===== src/rtl/rom_image_spi_writer.sv =====
// rom_image_spi_writer: writes each loader word to the SPI SRAM behind the Hack ROM
// as a single-word WRITE (02h, 24-bit byte address, 16-bit data) at auto-incrementing addresses.
module rom_image_spi_writer #(
   parameter int DATA_WIDTH = 16,
   parameter int ADDR_WIDTH = 15,
   parameter int SCK_DIV    = 2,
   parameter int CS_GAP     = 2
) (
   input  logic                  clk,
   input  logic                  reset,
   input  logic                  rom_loader_reset,
   input  logic                  rom_loader_load,
   input  logic [DATA_WIDTH-1:0] rom_loader_data,
   output logic                  rom_loader_load_received,
   output logic                  rom_loader_ack,
   output logic                  spi_cs_n,
   output logic                  spi_sck,
   output logic                  spi_mosi,
   output logic                  busy,
   output logic [ADDR_WIDTH-1:0] words_written
);
   localparam int CW = $clog2(2*SCK_DIV + CS_GAP + 1);
   localparam logic [CW-1:0] BIT_LAST = CW'(2*SCK_DIV - 1);
   localparam logic [CW-1:0] SCK_RISE = CW'(SCK_DIV - 1);
   localparam logic [CW-1:0] GAP_LAST = CW'(CS_GAP - 1);

   typedef enum logic [2:0] {IDLE, ACCEPT, SHIFT, CS_END, GAP, ACK} state_t;

   state_t                state_q;
   logic [47:0]           sr_q;
   logic [CW-1:0]         cnt_q;
   logic [5:0]            bit_q;
   logic [ADDR_WIDTH-1:0] addr_q;
   logic                  cs_n_q, sck_q, mosi_q, lr_q, ack_q;
   logic [47:0]           frame_d;

   // byte address is the word address shifted left, zero-extended to 24 bits
   assign frame_d = {8'h02, {(23-ADDR_WIDTH){1'b0}}, addr_q, 1'b0, rom_loader_data};

   always_ff @(posedge clk) begin
      if (reset || rom_loader_reset) begin
         state_q <= IDLE;
         addr_q  <= '0;
         cnt_q   <= '0;
         bit_q   <= '0;
         cs_n_q  <= 1'b1;
         sck_q   <= 1'b0;
         mosi_q  <= 1'b0;
         lr_q    <= 1'b0;
         ack_q   <= 1'b0;
      end else begin
         case (state_q)
            IDLE: if (rom_loader_load) begin
               sr_q    <= frame_d;
               mosi_q  <= frame_d[47];
               cs_n_q  <= 1'b0;
               sck_q   <= 1'b0;
               lr_q    <= 1'b1;
               state_q <= ACCEPT;
            end
            ACCEPT: begin
               lr_q    <= 1'b0;
               cnt_q   <= '0;
               bit_q   <= '0;
               state_q <= SHIFT;
            end
            SHIFT: if (cnt_q == BIT_LAST) begin
               cnt_q <= '0;
               sck_q <= 1'b0;
               if (bit_q == 6'd47) state_q <= CS_END;
               else begin
                  bit_q  <= bit_q + 1'b1;
                  sr_q   <= sr_q << 1;
                  mosi_q <= sr_q[46];
               end
            end else begin
               cnt_q <= cnt_q + 1'b1;
               sck_q <= cnt_q >= SCK_RISE;
            end
            CS_END: begin
               cs_n_q  <= 1'b1;
               mosi_q  <= 1'b0;
               cnt_q   <= '0;
               state_q <= GAP;
            end
            GAP: if (cnt_q == GAP_LAST) begin
               ack_q   <= 1'b1;
               addr_q  <= addr_q + 1'b1;
               state_q <= ACK;
            end else cnt_q <= cnt_q + 1'b1;
            ACK: begin
               ack_q   <= 1'b0;
               state_q <= IDLE;
            end
            default: state_q <= IDLE;
         endcase
      end
   end

   assign rom_loader_load_received = lr_q;
   assign rom_loader_ack           = ack_q;
   assign spi_cs_n                 = cs_n_q;
   assign spi_sck                  = sck_q;
   assign spi_mosi                 = mosi_q;
   assign busy                     = state_q != IDLE;
   assign words_written            = addr_q;
endmodule


===== config.mk =====
export PLATFORM = sky130hd
export DESIGN_NAME = rom_image_spi_writer
export DESIGN_NICKNAME = d
export VERILOG_FILES = /design/src/rtl/rom_image_spi_writer.sv
export SDC_FILE = /design/constraint.sdc
export NUM_CORES = 1
export LEC_CHECK = 0
export CAP_MARGIN = 10
export CORE_ASPECT_RATIO = 1.75
export CORE_MARGIN = 2
export CORE_UTILIZATION = 56
export DETAILED_ROUTE_END_ITERATION = 8
export PLACE_DENSITY = 0.8
export SYNTH_ARGS = -nofsm -noshare
export SYNTH_HDL_FRONTEND = slang
export SYNTH_SLANG_ARGS = --single-unit

===== constraint.sdc =====
create_clock -name clk -period 5.25 [get_ports clk]
set_input_delay 1.05 -clock clk [delete_from_list [all_inputs] [get_ports clk]]
set_output_delay 1.05 -clock clk [all_outputs]
set_load 0.01 [all_outputs]

Yosys cells after proc, flatten, opt, wreduce, memory -nomap -nowiden
Cells that the tools add are included.
- $add $sub $neg: 3
- $lt $le $gt $ge: 1
- equal/unequal tests: 14
- mux-type cells: 26
- bitwise operators: 1
- reductions and logical operators: 21
- operators with widths (operator ; number):
    47-bit two-way mux ; 3
    47-bit one-hot mux with 2 select lines ; 1
    3-bit two-way mux ; 6
    15-bit by 1-bit adder with 15-bit output (second input constant) ; 1
    3-bit one-hot mux with 5 select lines ; 1
    6-bit two-way mux ; 2
    2-bit inequality test (second input constant) ; 6
    6-bit one-hot mux with 2 select lines ; 1
    2-bit AND reduction ; 6
    2-bit nonzero test ; 5
    3-bit by 2-bit equality test with 1-bit output (second input constant) ; 3
    3-bit one-hot mux with 3 select lines ; 1
    3-bit nonzero test ; 3
    1-bit one-hot mux with 2 select lines ; 4
    4-bit AND reduction ; 2
    6-bit by 1-bit adder with 6-bit output (second input constant) ; 1
    3-bit by 1-bit equality test with 1-bit output (second input constant) ; 2
    3-bit equality test (second input constant) ; 2
    6-bit equality test (second input constant) ; 1
    1-bit two-way mux ; 6
    5-bit AND reduction ; 1
    3-bit by 1-bit adder with 3-bit output (second input constant) ; 1
    3-bit by 1-bit greater-or-equal comparator with 1-bit output (second input constant) ; 1
    3-bit logical NOT ; 1
    other kinds (5) ; 5
- register bits after elaboration: 79
- output and inout bits: 21

Longest topological paths before layout
Gate-level depths: netlist of the first run.
- depth after elaboration: 4
- depth in mapped cells: 7
- gate-level depth less buffers: 6

Least setup slack after synthesis of the first run
No wires, ideal clock.
- path type: input to register
- start: input rom_loader_reset
- end: register sr_q[0] (enable)
- library setup time: 467 ps
- arrival time: 3828 ps
- setup slack: 955 ps
- stages on the path: 4
- path buffers: 1
- cell sequence: nor2_1 > clkbuf_1 > nand2_1 > a21oi_1
- word-level cells in the longest chain between the ends: 3
- ends and longest elaborated chain (element ; line ; source):
    start: declaration ; 11 ; input logic rom_loader_reset,
    1-bit logical OR ; 41 ; if (reset || rom_loader_reset) begin
    1-bit NOT (no line) ; - ;
    5-bit AND reduction (no line) ; - ;
    end signal: assignment ; 54 ; sr_q <= frame_d;
    end signal: assignment ; 73 ; sr_q <= sr_q << 1;
    end: declaration ; 30 ; logic [47:0] sr_q;
No other way between the ends.
A chain may end at the register's enable or synchronous reset.

Final worst setup path of the first run
- start: input rom_loader_reset
- end: register sr_q[36] (enable)
Same word-level chain as after synthesis.

==> run summary, run 1 <==
status: complete, no violations
drt via density: 5.55
worst-path fanout max: 32
Die X: 64.5 um
post-route insts no fill: 488
crit end category: flop
xor/xnor cell area share of the yosys netlist: 2.69%
top cells by area, synth: edfxtp_1 39%, dfxtp_1 18%, nand2_1 11%, and2_1 2.6%, nor2_1 2.4%
# Max-Cap Violations: 0
post-synthesis instance area: 0.00359 mm^2
Setup WS pre-CTS: 1.54 ns
Fmax: 304 MHz
Post-CTS Setup Inserts: 0
largest family of logic cells by synthesized area: simple AND/OR/NAND/NOR gates
DIE HEIGHT: 110 um
synth unique cells: 46
via count: 2710
clock share of power: 37.1%
largest net degree at the start of global routing: 52
Compound-Gate Fraction of Synth Area: 8.48%
Comb pwr share: 5.1%
RSZ-0062 raised after global routing: no
Worst Min Path Start: spi_mosi
Sw Ratio: 20.8%
post-synthesis cell count: 369
area share of and/or/nand/nor cells after synthesis: 26.0%
Nets: 429
Crit Path Category: input pin to flop
Lkg Pwr: 1.55 nW
fin area: 0.00424 mm^2
Initial Utilization: 58.0%
Yosys reg bits: 79
Adder-Cell Fraction of Synth Area: 2.09%
vias in the first global route: 2626
CTS Hold Bufs: 0
Final Setup Violations: 0
area grow syn2layout: 18.1%
# H-tree levels: 3
CTS max path bufs: 2
post_cts resized: 0
clk slew on worst S/H paths: 0.08 ns
Routed wire per std cell: 14.6 um
cell total after placement: 472
Cell Area, Placed: 0.00405 mm^2
critical path launch point type: input pin
syn avg cell area: 9.72 um^2
hold_ws: 0.472 ns
internal power: 923 uW
Final Power: 1.17 mW
share of post-route cells with drive strength above 1: 5.15%
Main synth FF type: edfxtp_1
PnR worst setup slack: 1.96 ns
yosys synthesis warning count: 0
Crit Reg-Reg Startpoint: cnt_q[0]
final period utilization: 62.6%
first drt pass iteration count: 5
# IOs: 41
initial antenna violation count: 0
setup TNS: 0 ns
Buffers on Ports: 40
Max-slew headroom: 30.0%
CTS tree: yes
Power Density: 275 mW/mm^2
sequential share of the synthesized area: 57.2%
Die Footprint: 0.00708 mm^2
final antenna-violating net count: 0
initial DRC count: 136
row cnt: 38
Post-Route WL: 7.13 mm
crit path DAT: 3.33 ns
Worst VDD drop: 280 uV
clk_lat worst skew: 0.35 ns
critical path required time: 5.29 ns
pins over their slew limit: 0
multiplexer share of the synthesized area: 0.837%
ys async rst share: 0%
All-Layer GR Usage: 22.0%
antenna cells: 0
Post-Syn Nets: 395
share of the synthesized area in the top cell type: 39.4%
Seq pwr share: 57.8%
dominant cell type by area after synthesis: edfxtp_1
DRC: 0
NetSw: 243 uW
EDFF count, synth: 47
gpl congestion: 0.878
CTS Sinks: 79
post-DP HPWL: 4.76 mm
Critical path origin: rom_loader_reset
Worst Hold Class: flop to flop
first-pass GRT wire length: 11.7 mm
Final Skew: 0.00869 ns
post-layout minimum cycle time: 3.29 ns
Worst-Margin Slew: 1.05 ns
Root Driver: clkbuf_8
CTS Buf Count: 9
core area: 0.00618 mm^2
GR Overflow Total: 0
final hold vios: 0
final core occ: 68.5%
==> cells in the mapped netlist (all sizes together), types with 2 or more instances <==
master / n
nand2: 107
edfxtp: 47
dfxtp: 32
nor2: 23
clkbuf: 18
a21oi: 16
and2: 15
nand3: 12
o21ai: 10
ha: 6
nand4: 6
xnor2: 6
inv: 5
nand2b: 5
nor3: 5
xor2: 5
nor4: 4
or4: 4
a31oi: 3
and3: 3
mux2i: 3
o211ai: 3
o31ai: 3
a211oi: 2
nand3b: 2
o2111ai: 2
o21a: 2
o41ai: 2
or3: 2
==> worst max-delay path: stages <==
cell,delay (ns)
clkdlybuf4s50_1,0.41
nor2_1,0.53
nand2_1,0.20
a21oi_4,0.76
buf_4,0.38
==> registers in the layout, indices dropped and copies added (netlist names) <==
register                  count
spi_cs_n                      1
cnt_q                         3
rom_loader_ack                1
bit_q                         6
words_written                15
sr_q                         47
spi_sck                       1
rom_loader_load_received      1
spi_mosi                      1
state_q                       3
==> layer usage <==
layer  vias up  track usage (%)  wire length [um]
met4         0             12.3                78
met5         -                0                 0
met3         6             5.12               366
li1       1357                -                 -
met1      1271             27.2              3040
met2        76             35.4              3640
==> cell families after synthesis <==
kind of cell               Yosys count
AOI/OAI and AO/OA                   48
xor gates and xnor gates            11
adders and majority gates            6
buffers and inverters               25
DFF                                 79
muxes                                3
and+or+nand+nor                    197
==> cells in the final DEF, fill, tap and decap left out, types with 10 or more instances in the layout <==
cell type,n
dfxtp_1,32
clkbuf_8,10
nand2_1,107
nor2_1,23
o21ai_0,10
clkdlybuf4s50_1,40
a21oi_1,15
nand3_1,12
and2_1,15
edfxtp_1,47
==> cell type report <==
| cell class | instances | area (um^2) |
|---|---|---|
| multi-input cells | 265 | 1460 |
| repair buffers | 42 | 415 |
| inverters | 6 | 22.5 |
| clock buffers | 11 | 141 |
| well taps | 80 | 100 |
| clock inverters | 5 | 48.8 |
| flip-flops and latches | 79 | 2050 |
| fillers | 508 | 1940 |
==> power groups by stage <==
| stage | registers, mW | clock network, mW | logic (mW) |
|---|---|---|---|
| floorplan | 0.685 | 0 | 0.0347 |
| global placement | 0.687 | 0 | 0.0586 |
| detailed placement | 0.687 | 0 | 0.0598 |
| CTS | 0.673 | 0.443 | 0.0601 |
| global route | 0.675 | 0.467 | 0.0662 |
| finish | 0.674 | 0.433 | 0.0591 |
==> worst paths after layout <==
| check | to | slack, ns | depth (start not counted) |
|---|---|---|---|
| max reg2reg | sr_q[36] | 2.59 | 5 |
| min reg2reg | spi_mosi | 0.47 | 2 |
| min | spi_mosi | 0.47 | 2 |
| max | sr_q[36] | 1.96 | 5 |
Power figures use the tool's default switching activity.
==> run 2: changes to the inputs <==
--- a/config.mk
+++ b/config.mk
@@ -8,9 +8,9 @@
 export CAP_MARGIN = 10
 export CORE_ASPECT_RATIO = 1.75
 export CORE_MARGIN = 2
-export CORE_UTILIZATION = 56
+export CORE_UTILIZATION = 50
 export DETAILED_ROUTE_END_ITERATION = 8
-export PLACE_DENSITY = 0.8
+export PLACE_DENSITY = 0.75
 export SYNTH_ARGS = -nofsm -noshare
 export SYNTH_HDL_FRONTEND = slang
 export SYNTH_SLANG_ARGS = --single-unit
==> constraint.sdc (replaced) <==
create_clock -name clk -period 3 [get_ports clk]
set_input_delay 0.6 -clock clk [delete_from_list [all_inputs] [get_ports clk]]
set_output_delay 0.6 -clock clk [all_outputs]
set_load 0.01 [all_outputs]
==> run 2 against run 1 <==
Cell count increased by 1.6%. Worst setup slack got worse by 1.5 ns. Critical path depth decreased by 2. Sequential cell count unchanged. Cell area increased by 4.3%. Sequential share of layout area decreased by 2.0 points. Core utilization decreased by 4.5 points. Global-route usage decreased by 1.5 points. Clock power increased to 2.7 times the previous value. Clock-buffer cell count increased by 1. Critical endpoint is now busy. Largest cell class unchanged. Largest power group unchanged. Highest routed layer unchanged.
==> run summary, run 2 (same netlist as run 1, synthesis figures left out) <==
PnR worst setup slack: 0.413 ns
Worst VDD drop: 291 uV
RSZ-0062 raised after global routing: no
Crit Path Category: flop to output pin
Worst Hold Class: flop to flop
post-layout minimum cycle time: 2.59 ns
Worst Min Path Start: spi_mosi
crit path DAT: 1.99 ns
Final Power: 2.44 mW
Die Footprint: 0.00789 mm^2
drt via density: 5.49
final core occ: 64.0%
Die X: 68.0 um
pins over their slew limit: 0
worst-path fanout max: 14
DIE HEIGHT: 116 um
All-Layer GR Usage: 20.6%
critical path launch point type: flop
initial DRC count: 245
final period utilization: 86.2%
Final Setup Violations: 0
gpl congestion: 0.830
CTS tree: yes
CTS max path bufs: 2
Power Density: 552 mW/mm^2
Setup WS pre-CTS: 0.750 ns
Worst Reg2Reg Path Length in Cells: 5
clk_lat worst skew: 0.33 ns
Root Driver: clkbuf_16
Final Skew: 0.00531 ns
final hold vios: 0
Fmax: 387 MHz
Max-slew headroom: 56.9%
post-DP HPWL: 4.90 mm
most common cell after layout, fill and taps aside: nand2_1
Initial Utilization: 51.9%
GR Overflow Total: 0
via count: 2723
Crit Reg-Reg Startpoint: cnt_q[0]
largest net degree at the start of global routing: 48
Worst Hold Depth: 2
Reg with most FFs: sr_q
Nets: 433
status: complete, no violations
post_cts resized: 0
row cnt: 40
WHS Endpoint: spi_mosi
antenna cells: 0
final antenna-violating net count: 0
first drt pass iteration count: 4
share of post-route cells with drive strength above 1: 6.55%
Post-CTS Setup Inserts: 0
Post-Route WL: 7.29 mm
commonest cells after routing, fill and taps aside: 107 x nand2_1, 47 x edfxtp_1, 40 x clkdlybuf4s50_1, 32 x dfxtp_1, 23 x nor2_1
vias in the first global route: 2636
# IOs: 41
Buffers on Ports: 40
CTS Sinks: 79
core area: 0.00691 mm^2
CTS Buf Count: 9
max reg flops: 47
clk slew on worst S/H paths: 0.06 ns
area grow syn2layout: 23.3%
initial antenna violation count: 0
Worst-Margin Slew: 0.644 ns
# H-tree levels: 3
Routed wire per std cell: 14.7 um
critical path required time: 2.40 ns
DRC: 0
Lkg Pwr: 1.64 nW
r2r endpoint: words_written[13]
r2r setup slk: 0.92 ns
# Max-Cap Violations: 0
setup TNS: 0 ns
first-pass GRT wire length: 12.0 mm
crit end category: output pin
CTS Hold Bufs: 0
==> run 2: cell type report <==
cell class	instances	area [um^2]
Sequential cell	79	2050
Fill cell	571	2490
Clock buffer	12	278
Multi-Input combinational cell	265	1460
Timing Repair Buffer	46	458
Inverter	6	22.5
Tap cell	84	105
Clock inverter	4	48.8
==> run 2: routing by layer <==
layer	up-vias	routed length, um	GRT usage (%)
li1	1368	-	-
met4	0	240	11.9
met3	18	267	5.05
met2	52	3620	32.5
met5	-	0	0
met1	1285	3160	25.0
==> run 2: worst max path at each step <==
stage | startpoint | endpoint | slack (ns)
floorplan | rom_loader_reset | sr_q[0] | 0.20
global placement | state_q[0] | busy | 0.81
detailed placement | state_q[0] | busy | 0.75
CTS | state_q[0] | busy | 0.39
global route | state_q[0] | busy | 0.26
finish | state_q[0] | busy | 0.41
==> run 2: per-stage QoR <==
step                hold WS [ns]  instances  cell area [um^2]
CTS                        0.464        496              4420
detailed placement         0.456        480              4090
finish                     0.455        496              4420
floorplan                  0.452        369              3590
global placement           0.449        480              4090
global route               0.487        496              4420
==> run 2: critical path, cell delays in order (launching register included) <==
cell and delay, ns:
dfxtp_1 0.46, nor2_1 0.57, nand2_1 0.12, clkdlybuf4s50_1 0.50
==> run 2: where the power goes <==
group          internal, mW  switching (mW)  total, mW
sequential             1.17         0.00894       1.18
clock                 0.738           0.412       1.15
combinational        0.0504          0.0600      0.110
